==> config.mk <==
export PLATFORM = sky130hd
export DESIGN_NAME = mem_arbiter
export DESIGN_NICKNAME = d
export VERILOG_FILES = /design/src/rtl/mem_arbiter.sv
export SDC_FILE = /design/constraint.sdc
export NUM_CORES = 1
export LEC_CHECK = 0
export ABC_AREA = 1
export BUFFER_PORTS_ARGS = -buffer_cell sky130_fd_sc_hd__buf_2
export CAP_MARGIN = 20
export CORE_ASPECT_RATIO = 0.9
export CORE_MARGIN = 2
export CORE_UTILIZATION = 41
export DETAILED_ROUTE_END_ITERATION = 10
export PLACE_DENSITY = 0.93
export SLEW_MARGIN = 20
export SYNTH_ARGS = -nofsm -noshare
export SYNTH_HDL_FRONTEND = slang
export SYNTH_SLANG_ARGS = --single-unit
export TNS_END_PERCENT = 20
==> constraint.sdc <==
create_clock -name clk -period 4.3 [get_ports clk]
set_input_delay 0.86 -clock clk [delete_from_list [all_inputs] [get_ports clk]]
set_output_delay 0.86 -clock clk [all_outputs]
set_load 0.01 [all_outputs]
==> src/rtl/mem_arbiter.sv <==
// Round-robin arbiter sharing one single-port feature memory between pipeline stages,
// with bounded lock bursts and a one-hot read-data valid returned one cycle after the grant.
module mem_arbiter #(
    parameter int unsigned N_REQ     = 4,
    parameter int unsigned ADDR_W    = 10,
    parameter int unsigned DATA_W    = 16,
    parameter int unsigned MAX_BURST = 8
) (
    input  logic                       clk,
    input  logic                       rst,
    input  logic [N_REQ-1:0]           req,
    input  logic [N_REQ-1:0]           lock,
    input  logic [N_REQ-1:0]           we,
    input  logic [N_REQ*ADDR_W-1:0]    addr,
    input  logic [N_REQ*DATA_W-1:0]    wdata,
    output logic [N_REQ-1:0]           gnt,
    output logic [N_REQ-1:0]           rvalid,
    output logic [DATA_W-1:0]          rdata,
    output logic                       mem_en,
    output logic                       mem_we,
    output logic [ADDR_W-1:0]          mem_addr,
    output logic [DATA_W-1:0]          mem_wdata,
    input  logic [DATA_W-1:0]          mem_rdata
);

    localparam int unsigned PTR_W   = (N_REQ > 1) ? $clog2(N_REQ) : 1;
    localparam int unsigned BURST_W = $clog2(MAX_BURST + 1);

    typedef enum logic {ARB, OWN} mode_t;

    mode_t              mode;
    logic [PTR_W-1:0]   ptr;
    logic [PTR_W-1:0]   owner;
    logic [BURST_W-1:0] burst;

    logic               grant_any;
    logic [PTR_W-1:0]   grant_idx;
    logic               lock_next;

    // Rotating scan from ptr; descending loop so the nearest requester is written last.
    always_comb begin
        grant_any = 1'b0;
        grant_idx = '0;
        for (int unsigned i = N_REQ; i > 0; i--) begin
            if (req[PTR_W'((32'(ptr) + i - 1) % N_REQ)]) begin
                grant_any = 1'b1;
                grant_idx = PTR_W'((32'(ptr) + i - 1) % N_REQ);
            end
        end
        if (mode == OWN && req[owner]) begin
            grant_any = 1'b1;
            grant_idx = owner;
        end
        if (rst) begin
            grant_any = 1'b0;
            grant_idx = '0;
        end
    end

    // Memory port driven straight from the granted requester; idle port is all-zero.
    always_comb begin
        gnt       = '0;
        mem_en    = grant_any;
        mem_we    = 1'b0;
        mem_addr  = '0;
        mem_wdata = '0;
        lock_next = 1'b0;
        if (grant_any) begin
            gnt[grant_idx] = 1'b1;
            mem_we         = we[grant_idx];
            mem_addr       = addr[32'(grant_idx)*ADDR_W +: ADDR_W];
            mem_wdata      = wdata[32'(grant_idx)*DATA_W +: DATA_W];
            lock_next      = lock[grant_idx] && ((32'(burst) + 1) < MAX_BURST);
        end
    end

    assign rdata = mem_rdata;

    // Pointer only advances on a released grant, so a capped owner drops to lowest priority.
    always_ff @(posedge clk) begin
        if (rst) begin
            ptr    <= '0;
            mode   <= ARB;
            owner  <= '0;
            burst  <= '0;
            rvalid <= '0;
        end else begin
            rvalid <= gnt & ~we;
            if (lock_next) begin
                mode  <= OWN;
                owner <= grant_idx;
                burst <= burst + BURST_W'(1);
            end else begin
                mode  <= ARB;
                burst <= '0;
                if (grant_any) begin
                    ptr <= PTR_W'((32'(grant_idx) + 1) % N_REQ);
                end
            end
        end
    end

endmodule

==> key figures <==
Run status
  • Status: complete, no violations

STA
  • RSZ-0062 raised after global routing: false
  • Final Cycle Share: 0.866
  • Slew HR: 0.654
  • Setup violators final: 0
  • Fin Setup TNS: 0 ps
  • Worst slew pin tran: between 500 and 600 ps
  • Final hold violations: 0
  • Min cycle time layout: around 3700 ps
  • Slew Limit Fails: 0
  • Clock skew: 1.12 ps
  • F_max: between 200 and 300 MHz

Worst setup path
  • Crit. End Element: output port
  • CP Data Arrival Time: approximately 2900 ps
  • R2r startpoint: ptr[0]
  • Crit path cell chain: buf_2 > inv_1 > a21oi_1 > o21ai_1 > nand2_1 > nand2_1 > o21ai_0 > inv_1 > nand2_4 > buf_4 > nand2_1 > nand2_1 > a21oi_1 > a211oi_2 > buf_2
  • Critical Path RT: 3440 ps
  • Worst path slowest cell: buf_4
  • Critical Path Sink: mem_wdata[13]
  • Critical path launch point: req[1]
  • Reg2Reg Depth: 17
  • Crit-path max cell delay: roughly 360 ps
  • CP startpoint kind: primary input
  • Crit-path leading delay family: buffers and inverters
  • Critical Path Stages: 15
  • CP most frequent cell: nand2_1
  • Crit path max fanout: 31
  • FF-to-FF End: owner[1]
  • Buf/Inv on CP: 5
  • Critical path class: in2out
  • Reg2Reg Setup Slack: ~1700 ps

Global routing
  • GRT Total Usage: 0.227
  • First-pass GRT wire length: around 10 mm
  • Initial antenna violation count: 0
  • Grt total ovfl: 0
  • Largest net degree at the start of global routing: 52
  • Vias in the first global route: around 2500

Place
  • Hpwl dp: 5.38 mm
  • Routability cong.: approximately 0.82
  • Port bufs: about 150

Synthesis
  • Most frequent cell after synthesis: nand2_1
  • Post-synth top cells: nand2_1, a21oi_1, a211oi_2
  • Cell accounting for the most synthesized area: nand2_1
  • Synth Instances: roughly 340
  • Synth warn: 0
  • Syn_nets: roughly 480
  • Synthesis-stage register bit count: 13
  • Synth top area share: 0.223
  • Number of flops mapped to enable cells by yosys: 0
  • Ys flop type: dfxtp_1
  • Synthesized area per cell: about 6.1 um^2
  • Distinct cells, synth: 27
  • Ys async rst share: 0
  • Cell Area, Synth: 2070 um^2
  • Top post-synthesis cells by area: nand2_1, a21oi_1, a211oi_2
  • Sequential-to-total area share from yosys stat: 0.126

Clock tree
  • H-tree Lvls: 1
  • Hold_buf cts: 0
  • Cts bufs inserted: 3
  • Post-CTS setup buffers: 0
  • Clock sinks: 13
  • TritonCTS clock tree: done
  • Clock root cell: clkbuf_8
  • Clock Path Buffers: 2
  • Worst skew pair latency: approximately 250 ps
  • Post-CTS sizing: 0
  • Reg clk slew, reported paths: 50 ps

Flow run
  • Max-cap violations: 0

Drt
  • First DRT Iteration DRCs: approximately 120
  • # DRC: 0
  • Final ANT Viol Nets: 0
  • Via/cell ratio: 5.06
  • Vias: between 2000 and 3000
  • Routed WL per cell: between 10 and 15 um
  • First drt pass iteration count: 4
  • Final WL: between 6 and 7 mm

Final layout
  • Layout cell share with drive strength beyond 1: 0.425
  • ANT cells: 0
  • Flip-flop and latch area: 260 um^2
  • Area of the multi-input gates: about 1400 um^2
  • Nets: 601
  • Fillers: about 480
  • Area grow syn2layout: 30.7%

Power
  • Worst IR drop on VDD: about 0.15 mV
  • Leak: ~1.5 nW
  • Tot Pwr: between 1 and 1.5 mW
  • P per Cell Area: ~370 nW/um^2

Floorplanning
  • Starting density of the core: 0.426
  • Die Y: slightly above 70 um
  • CORE AREA: approximately 4900 um^2
  • Floorplan row count: 24
  • Die width: approximately 79 um
  • # IOs: roughly 190
  • Die area: around 5600 um^2

Hold path
  • HP Class: reg2reg
-- metal layers --
layer  vias to the layer above  part of all wire  routed length [um]  GRT usage
li1                       1349                 -                   -          -
met1                      1189              0.37                2500      0.243
met2                       115              0.54                3630      0.450
met3                        10             0.077                 517     0.0466
met4                         0             0.014                  93     0.0594
met5                         -                 0                   0          0
-- worst register-to-register path: stages (launching register included) --
cell and delay [ps]:
dfxtp_1 510, inv_4 70, nand2_1 90, nand2_1 90, nand2_1 110, nand3_1 100, o21ai_1 120, nand2_1 60
nand2_1 80, nand2_1 60, nand2_2 390, buf_12 260, nand2_1 80, nand2_2 110, nand3_4 110, nand2_1 90
nand2_1 60, nor2_1 80
-- per-stage QoR --
stage          area [um^2]  hold WS (ps)   util  worst slack [ps]  cells
6_report              2710           481  0.557               574    526
5_1_grt               2710           512  0.557               322    526
4_1_cts               2710           485  0.557               606    526
3_5_place_dp          2660           473  0.548               625    522
3_3_place_gp          2660           442  0.548               680    522
2_1_floorplan         2070           430      -              1240    338
-- kinds of logic after synthesis --
group | count (synthesis) | synth area share
compound gates | 91 | 0.307
flops | 13 | 0.126
other cells | 1 | 0.00181
fa+ha+maj | 5 | 0.0302
simple gates | 165 | 0.333
buf+inv | 63 | 0.202
-- sequential cells by signal, indices dropped and copies added (netlist names) --
name    count
mode        1
ptr         2
rvalid      4
burst       4
owner       2
-- power breakdown --
group          leakage (nW)  internal, mW  total [mW]  switching (mW)
Clock                0.0228        0.0656       0.110          0.0448
Combinational          1.40         0.282       0.745           0.463
Sequential            0.106         0.134       0.149          0.0146
Total                  1.53         0.482        1.00           0.522
-- how the worst min path moves through the flow --
| stage | startpoint | slack (ps) | cells past startpoint | to |
|---|---|---|---|---|
| 3_3_place_gp | burst[0] | 440 | 1 | burst[0] |
| 3_5_place_dp | burst[0] | 470 | 1 | burst[0] |
| 4_1_cts | burst[0] | 490 | 1 | burst[0] |
| 2_1_floorplan | burst[0] | 430 | 1 | burst[0] |
| 5_1_grt | burst[0] | 510 | 1 | burst[0] |
| 6_report | burst[0] | 480 | 1 | burst[0] |
-- area by class of cell --
class | instances | share of cell area
Inverter | 25 | 0.0356
Timing Repair Buffer | 157 | 0.308
Tap cell | 65 | 0.0300
Clock buffer | 4 | 0.0166
Multi-Input combinational cell | 262 | 0.514
Sequential cell | 13 | 0.0961
-- cell usage in the layout (no fill, tap or decap), drive strengths merged, types with 3 or more instances in the layout --
master    n
nand2   129
dfxtp    13
nor2     13
o21ai     3
buf     157
clkbuf    4
nand3    16
ha        5
a21oi    59
a211oi   27
inv      25
nor3      4
(Power assumes the default switching activity.)
